==> src/rtl/progress_watchdog_pkg.sv <==
// progress_watchdog_pkg
//   Shared types and helpers for the multi-channel progress watchdog.
//   - chan_state_e    : per-channel state (IDLE, WAIT, EXPIRED)
//   - stall_cnt_width : width of a stall counter able to hold 0..period
//   - id_width        : width of a channel index (minimum 1 bit)
package progress_watchdog_pkg;

  typedef enum logic [1:0] {
    CH_IDLE    = 2'd0,
    CH_WAIT    = 2'd1,
    CH_EXPIRED = 2'd2
  } chan_state_e;

  function automatic int stall_cnt_width(input int period);
    return (period < 1) ? 1 : $clog2(period + 1);
  endfunction

  function automatic int id_width(input int num_chans);
    return (num_chans > 1) ? $clog2(num_chans) : 1;
  endfunction

endpackage

==> src/rtl/progress_watchdog_chan.sv <==
// progress_watchdog_chan
//   One monitored channel: a three-state FSM plus a stall counter that
//   counts consecutive enabled edges with work outstanding and no progress.
//   Ports:
//     clk, reset_n      : clock, asynchronous active-low reset
//     en                : count enable (state holds when low)
//     clear             : synchronous clear back to IDLE
//     chan_active       : channel has outstanding work
//     chan_progress     : a handshake fired this cycle (ignored when idle)
//     state             : registered FSM state, also used as debug view
//     expiring          : this enabled edge moves the channel into EXPIRED
module progress_watchdog_chan
  import progress_watchdog_pkg::*;
#(
  parameter int p_timeout_period = 10000
) (
  input  logic        clk,
  input  logic        reset_n,
  input  logic        en,
  input  logic        clear,
  input  logic        chan_active,
  input  logic        chan_progress,
  output chan_state_e state,
  output logic        expiring
);

  localparam int CNT_W = stall_cnt_width(p_timeout_period);
  localparam logic [CNT_W-1:0] PERIOD = CNT_W'(p_timeout_period);

  logic [CNT_W-1:0] cnt;
  logic [CNT_W-1:0] cnt_inc;
  logic [CNT_W-1:0] cnt_nxt;
  chan_state_e      state_nxt;

  // cnt never exceeds PERIOD-1 outside EXPIRED, so the increment cannot wrap.
  assign cnt_inc = cnt + 1'b1;

  always_comb begin
    state_nxt = state;
    cnt_nxt   = cnt;
    case (state)
      CH_IDLE: begin
        if (chan_active && !chan_progress) begin
          cnt_nxt   = cnt_inc;
          // A period of 1 expires on the very first stalled edge.
          state_nxt = (cnt_inc == PERIOD) ? CH_EXPIRED : CH_WAIT;
        end
      end
      CH_WAIT: begin
        if (!chan_active) begin
          state_nxt = CH_IDLE;
          cnt_nxt   = '0;
        end else if (chan_progress) begin
          // Progress wins even on the edge that would have expired.
          cnt_nxt = '0;
        end else begin
          cnt_nxt = cnt_inc;
          if (cnt_inc == PERIOD) state_nxt = CH_EXPIRED;
        end
      end
      default: begin
        // EXPIRED: frozen until clear or reset.
      end
    endcase
  end

  assign expiring = en && !clear && (state != CH_EXPIRED) && (state_nxt == CH_EXPIRED);

  always_ff @(posedge clk or negedge reset_n) begin
    if (!reset_n) begin
      state <= CH_IDLE;
      cnt   <= '0;
    end else if (clear) begin
      state <= CH_IDLE;
      cnt   <= '0;
    end else if (en) begin
      state <= state_nxt;
      cnt   <= cnt_nxt;
    end
  end

endmodule

==> src/rtl/progress_watchdog.sv <==
// progress_watchdog
//   Per-channel stall detector with sticky timeout flags, first-timeout
//   capture and a free-running saturating cycle counter.
//   Channel semantics: chan_active[i] means channel i has outstanding work;
//   chan_progress[i] means a handshake completed on that cycle and only
//   counts while chan_active[i] is high.
//   Optional build macro: PROGRESS_WATCHDOG_TRACE_EN prints a red
//   "TIMEOUT ch<i> @ <time>ns" line whenever a channel expires; outputs
//   are identical with or without it.
//   Ports:
//     clk, reset_n       : clock, asynchronous active-low reset
//     en                 : count enable; all state holds when low
//     clear              : synchronous clear of counters, states and flags
//     chan_active        : per-channel outstanding-work indication
//     chan_progress      : per-channel handshake-this-cycle indication
//     timeout_chan       : sticky per-channel timeout flags
//     timeout_occurred   : OR of timeout_chan
//     first_timeout_vld  : first_timeout_id is valid (sticky)
//     first_timeout_id   : lowest index among the first channels to expire
//     cycles             : enabled edges since reset/clear, saturating
module progress_watchdog
  import progress_watchdog_pkg::*;
#(
  parameter int p_num_chans      = 4,
  parameter int p_timeout_period = 10000,
  parameter int p_cnt_width      = 32
) (
  input  logic                               clk,
  input  logic                               reset_n,
  input  logic                               en,
  input  logic                               clear,
  input  logic [p_num_chans-1:0]             chan_active,
  input  logic [p_num_chans-1:0]             chan_progress,
  output logic [p_num_chans-1:0]             timeout_chan,
  output logic                               timeout_occurred,
  output logic                               first_timeout_vld,
  output logic [id_width(p_num_chans)-1:0]   first_timeout_id,
  output logic [p_cnt_width-1:0]             cycles
);

  localparam int ID_W = id_width(p_num_chans);

  chan_state_e            chan_state [p_num_chans];
  logic [p_num_chans-1:0] chan_expiring;
  logic [ID_W-1:0]        first_idx;

  for (genvar g = 0; g < p_num_chans; g++) begin : g_chan
    progress_watchdog_chan #(
      .p_timeout_period(p_timeout_period)
    ) u_chan (
      .clk          (clk),
      .reset_n      (reset_n),
      .en           (en),
      .clear        (clear),
      .chan_active  (chan_active[g]),
      .chan_progress(chan_progress[g]),
      .state        (chan_state[g]),
      .expiring     (chan_expiring[g])
    );

    assign timeout_chan[g] = (chan_state[g] == CH_EXPIRED);

`ifdef PROGRESS_WATCHDOG_TRACE_EN
    always @(posedge clk) begin
      if (reset_n && chan_expiring[g])
        $display("%c[31mTIMEOUT ch%0d @ %0tns%c[0m", 8'd27, g, $time, 8'd27);
    end
`else
`endif
  end

  assign timeout_occurred = |timeout_chan;

  // Lowest-index channel expiring on this edge; scanned high to low so the
  // last assignment is the lowest index.
  always_comb begin
    first_idx = '0;
    for (int i = p_num_chans - 1; i >= 0; i--) begin
      if (chan_expiring[i]) first_idx = ID_W'(i);
    end
  end

  always_ff @(posedge clk or negedge reset_n) begin
    if (!reset_n) begin
      first_timeout_vld <= 1'b0;
      first_timeout_id  <= '0;
    end else if (clear) begin
      first_timeout_vld <= 1'b0;
      first_timeout_id  <= '0;
    end else if (en && !first_timeout_vld && (|chan_expiring)) begin
      first_timeout_vld <= 1'b1;
      first_timeout_id  <= first_idx;
    end
  end

  always_ff @(posedge clk or negedge reset_n) begin
    if (!reset_n) begin
      cycles <= '0;
    end else if (clear) begin
      cycles <= '0;
    end else if (en && (cycles != '1)) begin
      cycles <= cycles + 1'b1;
    end
  end

endmodule
==> config.mk <==
export PLATFORM = sky130hd
export DESIGN_NAME = progress_watchdog
export DESIGN_NICKNAME = d
export VERILOG_FILES = /design/src/rtl/progress_watchdog_pkg.sv /design/src/rtl/progress_watchdog_chan.sv /design/src/rtl/progress_watchdog.sv
export SDC_FILE = /design/constraint.sdc
export NUM_CORES = 1
export LEC_CHECK = 0
export BUFFER_PORTS_ARGS = -buffer_cell sky130_fd_sc_hd__buf_2
export CORE_AREA = 2 2 102 104
export DETAILED_ROUTE_END_ITERATION = 8
export DIE_AREA = 0 0 104 106
export PLACE_DENSITY = 0.78
export SKIP_LAST_GASP = 1
export SYNTH_ARGS = -nofsm -noshare
export SYNTH_HDL_FRONTEND = slang
export SYNTH_SLANG_ARGS = --single-unit
==> constraint.sdc <==
create_clock -name clk -period 2.81 [get_ports clk]
set_input_delay 0.281 -clock clk [delete_from_list [all_inputs] [get_ports clk]]
set_output_delay 0.281 -clock clk [all_outputs]
set_load 0.01 [all_outputs]
* Word level (Yosys, flattened, before mapping)
Cells that the tools add are included.
Word-level totals: bits of input ports 12, register bits 99, output and inout port bits 40, logic and storage cells 146
Cells by class: mux-type cells 66, add/sub/neg operators 5, equal/unequal tests 25, reductions and logical operators 39
Operators by type and width (number):
- 14-bit 2-to-1 mux | 20
- 14-bit case mux with 2 select lines | 4
- 2-bit 2-to-1 mux | 34
- 32-bit 2-to-1 mux | 2
- 14-bit by 1-bit adder with 14-bit output, second input constant | 4
- 14-bit equality test, second input constant | 4
- 32-bit by 1-bit adder with 32-bit output, second input constant | 1
- 32-bit != test, second input constant | 1
- 2-bit equality test, second input constant | 8
- 1-bit logical AND | 16
- 2-bit case mux with 2 select lines | 4
- 3-bit by 2-bit != test with 1-bit output, second input constant | 4
- 3-bit AND reduction | 4
- 3-bit nonzero test | 4
- 2-bit by 1-bit equality test with 1-bit output, second input constant | 4
- 2-bit zero test | 4
- 2-bit != test, second input constant | 4
- 4-bit OR reduction | 2
- 1-bit zero test | 6
- 2-bit nonzero test | 3
- 1-bit 2-to-1 mux | 2

* Depth between registers and ports, before layout
depth after elaboration 14, depth in mapped cells 8, gate-level depth less buffers 7

* Modules after synthesis
From an unflattened synthesis, not the netlist that was laid out.
Second synthesis, totals: cell total of the unflattened synthesis 674, area, all modules 5814.3 um2
By module, submodules not included:
- progress_watchdog_chan | instances 4, seq. area each 400.4 um2, cells an instance 115, area an instance 963.4 um2
- progress_watchdog | instances 1, seq. area each 875.8 um2, cells an instance 214, area an instance 1960.6 um2

* Worst setup path before layout
Ideal clock, no wire load.
path kind reg2reg, start reg g_chan[0].u_chan.cnt[0], end reg first_timeout_id[1], arrival 1.888 ns, buffers on the path 1, data required time 2.685 ns, path slack 0.797 ns, clock period less this slack 2.013 ns, library setup time 0.125 ns, cell stages (with the launch flop) 9, cell sequence dfrtp_1 ha_1 and3_1 clkbuf_1 nor4_1 o21a_1 o2111ai_1 o2bb2a_4 a2bb2oi_2
Between the ends: cells in the longest elaborated chain, start to end 11, elaborated cells between the ends (all ways) 16, classes of those cells add/sub (1); eq/ne (2); mux (9); reduce/logical (4)
Ends and longest elaborated chain:
- start: declaration | line progress_watchdog_chan.sv:30 | logic [CNT_W-1:0] cnt;
- start signal: assignment | line progress_watchdog_chan.sv:78 | cnt <= cnt_nxt;
- 14-bit by 1-bit adder with 14-bit output * | line progress_watchdog_chan.sv:36 | assign cnt_inc = cnt + 1'b1;
- 14-bit equality test * | line progress_watchdog_chan.sv:46, progress_watchdog_chan.sv:58
- 2-bit 2-to-1 mux | line progress_watchdog_chan.sv:58 | if (cnt_inc == PERIOD) state_nxt = CH_EXPIRED;
- 2-bit 2-to-1 mux | line progress_watchdog_chan.sv:53 | end else if (chan_progress) begin
- 2-bit 2-to-1 mux | line progress_watchdog_chan.sv:50 | if (!chan_active) begin
- 2-bit case mux with 2 select lines * | line progress_watchdog_chan.sv:41 | case (state)
- 2-bit equality test * | line progress_watchdog_chan.sv:67 | assign expiring = en && !clear && (state != CH_EXPIRED) && (state_nxt == CH_EXPIRED);
- 1-bit logical AND * | line progress_watchdog_chan.sv:67
- 2-bit 2-to-1 mux or 4-bit OR reduction (tied branches) | line progress_watchdog.sv:79, progress_watchdog.sv:90
- 2-bit 2-to-1 mux or 1-bit logical AND (tied branches) | line progress_watchdog.sv:90 | end else if (en && !first_timeout_vld && (|chan_expiring)) begin
- 2-bit 2-to-1 mux or 2-bit nonzero test (tied branches)
- end signal: assignment | line progress_watchdog.sv:92 | first_timeout_id <= first_idx;
- end: declaration | line progress_watchdog.sv:37 | output logic [id_width(p_num_chans)-1:0] first_timeout_id,
Mark *: on every way between the ends. The rest lies on a longest branch, timed or not. The select of a mux whose other input is x is not followed. A chain may end at the register's enable or synchronous reset.

* Final worst setup path
start reg g_chan[2].u_chan.cnt[0], end reg first_timeout_id[0]
Between the ends: cells in the longest elaborated chain, start to end 13, elaborated cells between the ends (all ways) 18, classes of those cells add/sub (1); eq/ne (2); mux (11); reduce/logical (4)
Ends and longest elaborated chain:
- start: declaration | line progress_watchdog_chan.sv:30
- start signal: assignment | line progress_watchdog_chan.sv:78
- 14-bit by 1-bit adder with 14-bit output * | line progress_watchdog_chan.sv:36
- 14-bit equality test * | line progress_watchdog_chan.sv:46, progress_watchdog_chan.sv:58
- 2-bit 2-to-1 mux | line progress_watchdog_chan.sv:58
- 2-bit 2-to-1 mux | line progress_watchdog_chan.sv:53
- 2-bit 2-to-1 mux | line progress_watchdog_chan.sv:50
- 2-bit case mux with 2 select lines * | line progress_watchdog_chan.sv:41
- 2-bit equality test * | line progress_watchdog_chan.sv:67
- 1-bit logical AND * | line progress_watchdog_chan.sv:67
- 2-bit 2-to-1 mux (3 in a row) | line progress_watchdog.sv:79 | if (chan_expiring[i]) first_idx = ID_W'(i);
- 2-bit 2-to-1 mux | line progress_watchdog.sv:90
- 2-bit 2-to-1 mux | line progress_watchdog.sv:87 | end else if (clear) begin
Marked as above.

==> run_results.csv <==
group,metric,value,unit
synth,yosysWarnings,0,
power,irDropWorstVdd,297,uV
synth,synthArstFlopShare,1.00,
sta,relSlewSlack,0.466,
synth,synth-seq-cells,99,
grt,grt_max_degree,100,
synth,synthDistinctLibCells,72,
sta,fmax,441,MHz
routing,drt-pass1-iter-count,5,
grt,track_usage,0.256,
routing,antenna_left,0,
clock_tree,cts_max_path_buffers,2,
die,core,10000,sq um
power,clock_power_share,0.352,
synth,synthCells,672,
place,dp_cells,833,
critical_path,r2r_start,"g_chan[2].u_chan.cnt[0]",
sta,finalSetupViolations,0,
cells_and_area,final_area,6410,sq um
clock_tree,htreeDepth,3,
die,num_rows,37,
grt,grt_pass1_vias,4930,
clock_tree,root_buffer,"clkbuf_8",
hold_path,min_path_cells,3,
sta,worst_pin_slew,798,ps
place,hpwl,9390,um
grt,antenna_found_initial,0,
critical_path,endpoint_kind,"flip-flop",
place,placed_cell_area,6220,sq um
cells_and_area,fin_util,0.641,
hold_path,min_to,"g_chan[0].u_chan.state[0]",
routing,vias,5301,
sta,fin_skew,9.31,ps
die,start_util,0.586,
cells_and_area,multi_input_area,3180,sq um
place,port_buffers,51,
clock_tree,clock-sinks,99,
power,switching_share,0.250,
clock_tree,cts_setup_buffers,0,
critical_path,crit_type,"reg2reg",
power,power_density,383,nW/um^2
run_status,status,"finished clean",
critical_path,worstPathArrival,2540,ps
synth,yosys_most_used_dff,"dfrtp_1",
synth,synth_area_per_cell,8.72,sq um
die,io_pins,52,
critical_path,reg2reg_depth,7,
clock_tree,clk_pin_slew_worst_paths,100,ps
cells_and_area,area_growth,9.38,%
cells_and_area,finalNonFillerCells,850,
critical_path,crit_start,"g_chan[2].u_chan.cnt[0]",
critical_path,startpoint_type,"flip-flop",
power,power_frac_comb,0.059,
die,die_area,11000,sq um
cells_and_area,fillers,849,
synth,syn_nets,689,
clock_tree,cts_tree,"done",
cells_and_area,n_antenna_cell,0,
routing,drcViolationCount,0,
routing,drt_wl_total,13800,um
hold_path,hold_class,"in2reg",
hold_path,worstHoldStart,"chan_active[0]",
power,p_switching,0.613,mW
synth,synth_edf_count,0,
power,total_leakage_power,2.73,nW
critical_path,worst-path-max-fanout,6,
routing,routedWlPerCell,16.2,um
grt,grt_first_pass_wirelength,23300,um
place,gp_congestion,0.937,
sta,min_period,2270,ps
synth,synth_area,5860,sq um
power,p_int,1.84,mW
cells_and_area,fin_nets,726,
routing,avgViaCountPerCell,6.24,
sta,fin_ws,542,ps
clock_tree,cts_made_buffers,9,
sta,rsz0062_at_grt,"false",
grt,overflow,0,
sta,drv_slew,0,
clock_tree,clk_latency,390,ps
routing,drt_iter0_markers,353,
cells_and_area,drive_above_1_share,0.136,
die,die_x,104,um
sta,hold_violations,0,
synth,ys_seq_area_frac,0.423,
sta,fin_crit_sh,0.807,
critical_path,ff2ff_setup_slack,540,ps
critical_path,timing.rr.end,"first_timeout_id[0]",
cells_and_area,final-seq-area,2480,sq um
job,max_cap_violations,0,
die,fp.dieH,106,um
place,pre_cts_ws,550,ps
critical_path,cp.required,3090,ps
power,power_frac_seq,0.589,
sta,final.setup.tns,0,ps
-- cell type report --
type                       instances  share of cell area
clock buffer                      12              0.0242
multi-input combinational        523               0.496
inverter                          16             0.00938
timing repair buffer              60              0.0531
clock inverter                     4             0.00391
sequential                        99               0.387
tap                              136              0.0266
-- cell usage after synthesis, types with 3 or more instances --
library cell | number | area, sq um
xor2_1 | 3 | 26.3
o211ai_1 | 3 | 22.5
and4_1 | 9 | 78.8
nor2b_1 | 7 | 43.8
o21ai_1 | 8 | 40.0
xnor2_1 | 29 | 254
or3_1 | 7 | 43.8
nor4_1 | 13 | 81.3
o2111a_1 | 3 | 33.8
a22o_1 | 6 | 52.6
and2_1 | 7 | 43.8
nand2b_1 | 16 | 100
a31oi_1 | 16 | 100
o21a_1 | 5 | 37.5
nor2_1 | 76 | 285
mux2i_1 | 4 | 40.0
inv_1 | 15 | 56.3
dfrtp_1 | 99 | 2480
nand3_2 | 3 | 30.0
nand3_1 | 29 | 145
o21ai_0 | 77 | 385
o41ai_1 | 9 | 78.8
nand4_1 | 21 | 131
nand4b_1 | 3 | 26.3
ha_1 | 5 | 62.6
clkbuf_1 | 29 | 109
a21oi_1 | 18 | 90.1
and3_1 | 10 | 62.6
nand2_1 | 50 | 188
buf_4 | 3 | 22.5
a211oi_1 | 8 | 60.1
o31ai_1 | 8 | 60.1
nor3_1 | 27 | 135
-- power by group through the flow --
stage | clock, mW | combinational, mW | sequential, mW
final | 0.865 | 0.144 | 1.45
after global routing | 0.944 | 0.163 | 1.45
after CTS | 0.886 | 0.145 | 1.45
after detailed placement | 0 | 0.144 | 1.47
after global placement | 0 | 0.139 | 1.47
after floorplan | 0 | 0.0724 | 1.47
-- cells in the final DEF (no fill, tap or decap), drive strengths merged, types with 3 or more instances in the layout --
master / n
a211oi: 9
a21oi: 18
a22o: 6
a31oi: 16
and2: 8
and3: 11
and4: 9
buf: 59
clkbuf: 12
dfrtp: 99
ha: 5
inv: 16
mux2i: 4
nand2: 50
nand2b: 16
nand3: 32
nand4: 22
nand4b: 3
nor2: 77
nor2b: 7
nor3: 27
nor4: 16
nor4b: 3
o2111a: 3
o211ai: 3
o21a: 5
o21ai: 85
o31ai: 8
o41ai: 9
or2: 4
or3: 7
xnor2: 29
xor2: 3
-- per-stage QoR --
stage | power [mW] | hold slack (ps)
2_1_floorplan | 1.55 | -14.6
3_3_place_gp | 1.61 | 385
3_5_place_dp | 1.62 | 383
4_1_cts | 2.48 | 157
5_1_grt | 2.56 | 164
6_report | 2.45 | 171
-- worst max-delay path, stage by stage (launching register included) --
cell	delay, ps
dfrtp_1	440
ha_1	270
and3_1	230
o41ai_1	490
o2111a_1	260
o2111a_1	240
o2bb2ai_1	150
a211oi_2	80
-- layer usage --
layer	part of all wire	up-vias	global-route usage
li1	-	2546	-
met1	0.43	2557	0.338
met2	0.48	172	0.421
met3	0.062	26	0.0638
met4	0.019	0	0.0763
met5	0	-	0
-- registers in the layout, indices dropped and copies added, names as in the netlist --
register and flops:
g_chan.u_chan.cnt 56, cycles 32, g_chan.u_chan.state 8, first_timeout_id 2
first_timeout_vld 1
-- kinds of logic (layout without fill, tap and decap cells) --
family,count (synthesis),in the layout,synth area share
AO/OA/AOI/OAI,179,179,0.195
XOR/XNOR,32,32,0.0479
adder cells (fa/ha/maj),5,5,0.0107
buffers and inverters,50,92,0.0344
flip-flops,99,99,0.423
multiplexers,6,6,0.0113
AND/OR/NAND/NOR,301,301,0.278
-- timing repair --
action / CTS / global route
hold buffers: 1 / 0
gates resized for setup: 0 / 0
endpoints found under the hold margin: 99 / 0
-- how the worst max path moves through the flow --
stage / slack, ps / cells past startpoint / end
after global placement: 690 / 7 / first_timeout_id[0]
after global routing: 360 / 6 / cycles[27]
final: 540 / 7 / first_timeout_id[0]
after CTS: 540 / 7 / first_timeout_id[0]
after detailed placement: 550 / 7 / first_timeout_id[0]
after floorplan: 800 / 8 / first_timeout_id[1]
Note: power is estimated with default switching activity, not from simulation.
